`config.mk`:
```
export PLATFORM = sky130hd
export DESIGN_NAME = box_plot_controller_flat
export DESIGN_NICKNAME = d
export VERILOG_FILES = /design/src/rtl/box_plot_if.sv /design/src/rtl/box_plot_controller.sv /design/src/flat_wrapper.sv
export SDC_FILE = /design/constraint.sdc
export NUM_CORES = 1
export LEC_CHECK = 0
export ABC_AREA = 1
export CAP_MARGIN = 20
export CORE_MARGIN = 2
export CORE_UTILIZATION = 30
export CTS_CLUSTER_DIAMETER = 50
export DETAILED_ROUTE_END_ITERATION = 8
export GPL_ROUTABILITY_DRIVEN = 0
export HOLD_SLACK_MARGIN = 0.02
export PLACE_DENSITY = 0.6
export RECOVER_POWER = 25
export SLEW_MARGIN = 20
export SYNTH_ARGS = -nofsm -noshare
export SYNTH_HDL_FRONTEND = slang
export SYNTH_SLANG_ARGS = --single-unit
```
`constraint.sdc`:
```
create_clock -name clock -period 3.3 [get_ports clock]
set_input_delay 0.495 -clock clock [delete_from_list [all_inputs] [get_ports clock]]
set_output_delay 0.495 -clock clock [all_outputs]
set_load 0.01 [all_outputs]
```
`src/rtl/box_plot_if.sv`:
```
// Command/strobe bundle between the box-plot controller and its host.
// The host drives master; the controller uses slave.
interface box_plot_if #(
  parameter int OFS_BITS = 2
);
  logic                go;
  logic                draw;
  logic                clear;
  logic                ld_x;
  logic                ld_y;
  logic                ld_c;
  logic [OFS_BITS-1:0] offset_x;
  logic [OFS_BITS-1:0] offset_y;
  logic [7:0]          clr_x;
  logic [6:0]          clr_y;
  logic                clr_active;
  logic                plot;
  logic                busy;
  logic                done;

  modport master (
    output go, draw, clear,
    input  ld_x, ld_y, ld_c, offset_x, offset_y, clr_x, clr_y,
           clr_active, plot, busy, done
  );

  modport slave (
    input  go, draw, clear,
    output ld_x, ld_y, ld_c, offset_x, offset_y, clr_x, clr_y,
           clr_active, plot, busy, done
  );
endinterface

```
`src/rtl/box_plot_controller.sv`:
```
// Moore FSM sequencing load-X, load-Y/colour, box pixel sweep and full-screen clear.
// Optional: define AUTO_CLEAR_ON_RESET_EN to blank the screen once after reset.
module box_plot_controller #(
  parameter int BOX_W    = 4,
  parameter int BOX_H    = 4,
  parameter int OFS_BITS = 2,
  parameter int SCREEN_W = 160,
  parameter int SCREEN_H = 120
) (
  input  logic       clock,
  input  logic       reset,
  box_plot_if.slave  bus
);

  typedef enum logic [2:0] {
    WAIT_X    = 3'd0,
    LOAD_X    = 3'd1,
    WAIT_Y    = 3'd2,
    LOAD_Y    = 3'd3,
    WAIT_DRAW = 3'd4,
    DRAW      = 3'd5,
    DONE      = 3'd6,
    CLEAR     = 3'd7
  } state_t;

  localparam logic [OFS_BITS-1:0] LAST_OX = OFS_BITS'(BOX_W - 1);
  localparam logic [OFS_BITS-1:0] LAST_OY = OFS_BITS'(BOX_H - 1);
  localparam logic [7:0]          LAST_CX = 8'(SCREEN_W - 1);
  localparam logic [6:0]          LAST_CY = 7'(SCREEN_H - 1);

`ifdef AUTO_CLEAR_ON_RESET_EN
  localparam state_t RESET_STATE = CLEAR;
`else
  localparam state_t RESET_STATE = WAIT_X;
`endif

  state_t              state;
  state_t              next_state;
  logic [OFS_BITS-1:0] ofs_x;
  logic [OFS_BITS-1:0] ofs_y;
  logic [7:0]          cx;
  logic [6:0]          cy;
  logic                box_last;
  logic                clr_last;

  logic ld_x, ld_y, ld_c, clr_active, plot, busy, done;

  assign box_last = (ofs_x == LAST_OX) && (ofs_y == LAST_OY);
  assign clr_last = (cx == LAST_CX) && (cy == LAST_CY);

  // NOTE: sequential state uses non-blocking assignments so every register
  // samples the pre-edge values, independent of process ordering.
  always_ff @(posedge clock) begin
    if (reset) state <= RESET_STATE;
    else       state <= next_state;
  end

  // NOTE: next_state defaults to state before the case, so no path leaves it
  // unassigned and no latch is inferred.
  always_comb begin
    next_state = state;
    case (state)
      WAIT_X: begin
        if (bus.clear)   next_state = CLEAR;
        else if (bus.go) next_state = LOAD_X;
      end
      LOAD_X:    if (!bus.go) next_state = WAIT_Y;
      WAIT_Y: begin
        if (bus.clear)   next_state = CLEAR;
        else if (bus.go) next_state = LOAD_Y;
      end
      LOAD_Y:    if (!bus.go) next_state = WAIT_DRAW;
      WAIT_DRAW: begin
        if (bus.clear)      next_state = CLEAR;
        else if (bus.draw)  next_state = DRAW;
        else if (bus.go)    next_state = LOAD_X;
      end
      DRAW:      if (box_last) next_state = DONE;
      CLEAR:     if (clr_last) next_state = DONE;
      DONE:      next_state = WAIT_X;
      default:   next_state = WAIT_X;
    endcase
  end

  // Sweep counters run only in their own state and sit at zero everywhere else,
  // so entering DRAW/CLEAR always starts from pixel (0,0).
  always_ff @(posedge clock) begin
    if (reset || state != DRAW) begin
      ofs_x <= '0;
      ofs_y <= '0;
    end else if (ofs_x == LAST_OX) begin
      ofs_x <= '0;
      ofs_y <= (ofs_y == LAST_OY) ? '0 : ofs_y + 1'b1;
    end else begin
      ofs_x <= ofs_x + 1'b1;
    end
  end

  always_ff @(posedge clock) begin
    if (reset || state != CLEAR) begin
      cx <= '0;
      cy <= '0;
    end else if (cx == LAST_CX) begin
      cx <= '0;
      cy <= (cy == LAST_CY) ? '0 : cy + 1'b1;
    end else begin
      cx <= cx + 1'b1;
    end
  end

  always_comb begin
    ld_x       = 1'b0;
    ld_y       = 1'b0;
    ld_c       = 1'b0;
    clr_active = 1'b0;
    plot       = 1'b0;
    busy       = 1'b0;
    done       = 1'b0;
    case (state)
      LOAD_X: ld_x = 1'b1;
      LOAD_Y: begin
        ld_y = 1'b1;
        ld_c = 1'b1;
      end
      DRAW: begin
        plot = 1'b1;
        busy = 1'b1;
      end
      CLEAR: begin
        plot       = 1'b1;
        busy       = 1'b1;
        clr_active = 1'b1;
      end
      DONE:    done = 1'b1;
      default: ;
    endcase
  end

  assign bus.ld_x       = ld_x;
  assign bus.ld_y       = ld_y;
  assign bus.ld_c       = ld_c;
  assign bus.clr_active = clr_active;
  assign bus.plot       = plot;
  assign bus.busy       = busy;
  assign bus.done       = done;
  assign bus.offset_x   = ofs_x;
  assign bus.offset_y   = ofs_y;
  assign bus.clr_x      = cx;
  assign bus.clr_y      = cy;

endmodule

```
`src/flat_wrapper.sv`:
```
// flat-port wrapper written by rule: the top's interface ports become plain ports
module box_plot_controller_flat 
#(
  parameter int BOX_W    = 4,
  parameter int BOX_H    = 4,
  parameter int OFS_BITS = 2,
  parameter int SCREEN_W = 160,
  parameter int SCREEN_H = 120
)
  (clock, reset, bus_go, bus_draw, bus_clear, bus_ld_x, bus_ld_y, bus_ld_c, bus_offset_x, bus_offset_y, bus_clr_x, bus_clr_y, bus_clr_active, bus_plot, bus_busy, bus_done);
  box_plot_if #(.OFS_BITS(OFS_BITS)) bus_i ();
  input  logic clock;
  input  logic reset;
  input wire logic [$bits(bus_i.go)-1:0] bus_go;
  input wire logic [$bits(bus_i.draw)-1:0] bus_draw;
  input wire logic [$bits(bus_i.clear)-1:0] bus_clear;
  output wire logic [$bits(bus_i.ld_x)-1:0] bus_ld_x;
  output wire logic [$bits(bus_i.ld_y)-1:0] bus_ld_y;
  output wire logic [$bits(bus_i.ld_c)-1:0] bus_ld_c;
  output wire logic [$bits(bus_i.offset_x)-1:0] bus_offset_x;
  output wire logic [$bits(bus_i.offset_y)-1:0] bus_offset_y;
  output wire logic [$bits(bus_i.clr_x)-1:0] bus_clr_x;
  output wire logic [$bits(bus_i.clr_y)-1:0] bus_clr_y;
  output wire logic [$bits(bus_i.clr_active)-1:0] bus_clr_active;
  output wire logic [$bits(bus_i.plot)-1:0] bus_plot;
  output wire logic [$bits(bus_i.busy)-1:0] bus_busy;
  output wire logic [$bits(bus_i.done)-1:0] bus_done;
  assign bus_i.go = bus_go;
  assign bus_i.draw = bus_draw;
  assign bus_i.clear = bus_clear;
  assign bus_ld_x = bus_i.ld_x;
  assign bus_ld_y = bus_i.ld_y;
  assign bus_ld_c = bus_i.ld_c;
  assign bus_offset_x = bus_i.offset_x;
  assign bus_offset_y = bus_i.offset_y;
  assign bus_clr_x = bus_i.clr_x;
  assign bus_clr_y = bus_i.clr_y;
  assign bus_clr_active = bus_i.clr_active;
  assign bus_plot = bus_i.plot;
  assign bus_busy = bus_i.busy;
  assign bus_done = bus_i.done;
  box_plot_controller #(.BOX_W(BOX_W), .BOX_H(BOX_H), .OFS_BITS(OFS_BITS), .SCREEN_W(SCREEN_W), .SCREEN_H(SCREEN_H)) u_core (.clock(clock), .reset(reset), .bus(bus_i));
endmodule
```
==> reports/qor.csv <==
metric;value;unit
drv_slew;0;
antenna_found_initial;0;
h-tree-depth;1;
drv_cap;0;
final_period_minus_worst_setup_slack;2.10;ns
synth_common_cells;32 x nand2_1, 22 x dfxtp_1, 22 x nor2_1;
clkTransAtPathRegs;0.07;ns
drtAntennaViolNets;0;
grt_pass1_vias;1037;
ys_ff_latch;22;
power.density;460;nW/µm²
worstSetupEndpointType;primary output;
worstPathMaxFanout;8;
required;2.80;ns
synth-edff-count;0;
syn_nets;179;
synthTopCellsByArea;dfxtp_1 34%, nand2_1 9.4%, nor2_1 6.5%;
core-area;4060;µm²
grt_usage;10.7;%
synthCells;170;
status;complete, no violations;
cts_setup_buffers;0;
hold_slack;0.452;ns
num_rows;23;
final_area;1660;µm²
grt_pass1_wl;4.34;mm
ys.flop_type;dfxtp_1;
numCtsBuffers;3;
grt_overflow_total;0;
routed_wl;2.45;mm
min_path_type;flop to flop;
hold_viol;0;
ioPinCount;31;
finalCritPeriodShare;63.5;%
cts_root_buf;clkbuf_8;
vias;1130;
io_buffer_count;30;
hold_buffers;0;
drt_pass1_iterations;4;
clk_latency;0.26;ns
hpwlAfterDp;1.97;mm
place_area;1620;µm²
syn_area_per_cell;7.52;µm²
irDropWorstVdd;434;µV
synth_cell_type_count;27;
post_cts_resized;0;
fmaxAchievable;477;MHz
fin_skew;0.00793;ns
dp_cells;247;
crit_arrival;1.60;ns
yosys.area.top_type;dfxtp_1;
drt_iter0_drc;60;
cts_buffer_depth;2;
antennaDiodeCount;0;
detail_route.wl_per_cell;9.75;µm
p_leak;0.714;nW
rsz0062_at_grt;no;
die_w;69.3;µm
setup_violations;0;
yosys.cell_count.top_type;nand2_1;
total_power;0.764;mW
grt_max_degree;13;
areaGrowthSynthToFinish;29.7;%
initial_core_util;31.5;%
syn_area;1280;µm²
worst-slew-pin-transition;0.338;ns
place_ws;1.49;ns
final_util;40.9;%
final.setup.tns;0;ns
ys_warn_count;0;
remaining_drc_errors;0;
synth_top_area_share;34.4;%
slew_headroom;77.3;%
cts_tree;done;
async_flop_share;0;%
worstSetupPathType;flop to primary output;
final_layout_size_suffix_gt1_share;14.4;%
via_per_inst;4.50;
cts_sinks;22;
worstSetupStartpointType;flop;
die_y;69.3;µm
die-area;4800;µm²
final.setup.worst_slack;1.20;ns
fin_cells;251;
nets;211;
seq_area_frac_synth;34.4;%
sequential cells by signal, summed over array words and instances (netlist names):
register,count
u_core.state,3
u_core.bus.offset_x,2
u_core.bus.clr_x,8
u_core.bus.offset_y,2
u_core.bus.clr_y,7
routing by layer:
| metal | global-route usage, % | part of all wire (%) | wire, µm | up-vias |
|---|---|---|---|---|
| met5 | 0 | 0 | 0 | - |
| met4 | 3.92 | 1.8 | 44 | 0 |
| met3 | 2.33 | 3.8 | 94 | 4 |
| met2 | 17.3 | 46 | 1130 | 26 |
| met1 | 13.8 | 48 | 1180 | 496 |
| li1 | - | - | - | 604 |
power breakdown:
group	leakage [nW]	switching (mW)	internal, mW
Combinational	0.508	0.153	0.107
Clock	0.0288	0.0839	0.106
Sequential	0.178	0.0287	0.285
cell type report:
type                    count  area (µm²)
well taps                  50        62.6
fillers                   427        2400
inverters                  27         103
repair buffers             30         300
clock buffers               4        55.1
flip-flops and latches     22         440
multi-input cells         118         698
kinds of logic after synthesis:
family / after synthesis / share of synthesized area [%]
flops: 22 / 34.4
simple gates: 96 / 42.6
fa+ha+maj: 4 / 3.91
xor+xnor: 5 / 3.42
compound gates: 13 / 5.87
buf+inv: 30 / 9.78
critical path, cell delays in order, from the launching register on:
cell	delay [ns]
dfxtp_1	0.44
inv_2	0.15
nor3_1	0.19
clkdlybuf4s50_1	0.57
placed cells by master, fill, tap and decap left out:
| master | instances |
|---|---|
| nor2_2 | 3 |
| ha_1 | 4 |
| nand3_2 | 2 |
| clkinv_2 | 1 |
| a211oi_2 | 1 |
| clkdlybuf4s50_1 | 29 |
| o21ai_0 | 4 |
| nand3_1 | 14 |
| a21boi_0 | 1 |
| clkbuf_8 | 4 |
| nor3_2 | 2 |
| a21oi_1 | 6 |
| nor2_8 | 2 |
| nor2_1 | 23 |
| nand3_4 | 2 |
| dlygate4sd3_1 | 1 |
| nor3_1 | 3 |
| nand2_2 | 3 |
| inv_1 | 21 |
| inv_2 | 5 |
| xor2_1 | 4 |
| nor3b_2 | 1 |
| nand3b_1 | 1 |
| nand4_1 | 5 |
| o21ai_1 | 1 |
| dfxtp_1 | 22 |
| nand2_1 | 32 |
| xnor2_1 | 1 |
| nand2_4 | 3 |
worst paths after layout:
path | cells after the start | endpoint | slack, ns | start
setup reg to reg | 7 | u_core.state[2] | 1.75 | u_core.bus.clr_y[0]
hold / removal | 1 | u_core.bus.offset_x[0] | 0.45 | u_core.bus.offset_x[0]
hold reg to reg | 1 | u_core.bus.offset_x[0] | 0.45 | u_core.bus.offset_x[0]
setup / recovery | 3 | bus_done | 1.20 | u_core.state[1]
No activity file was read; power rests on OpenSTA's default activity.
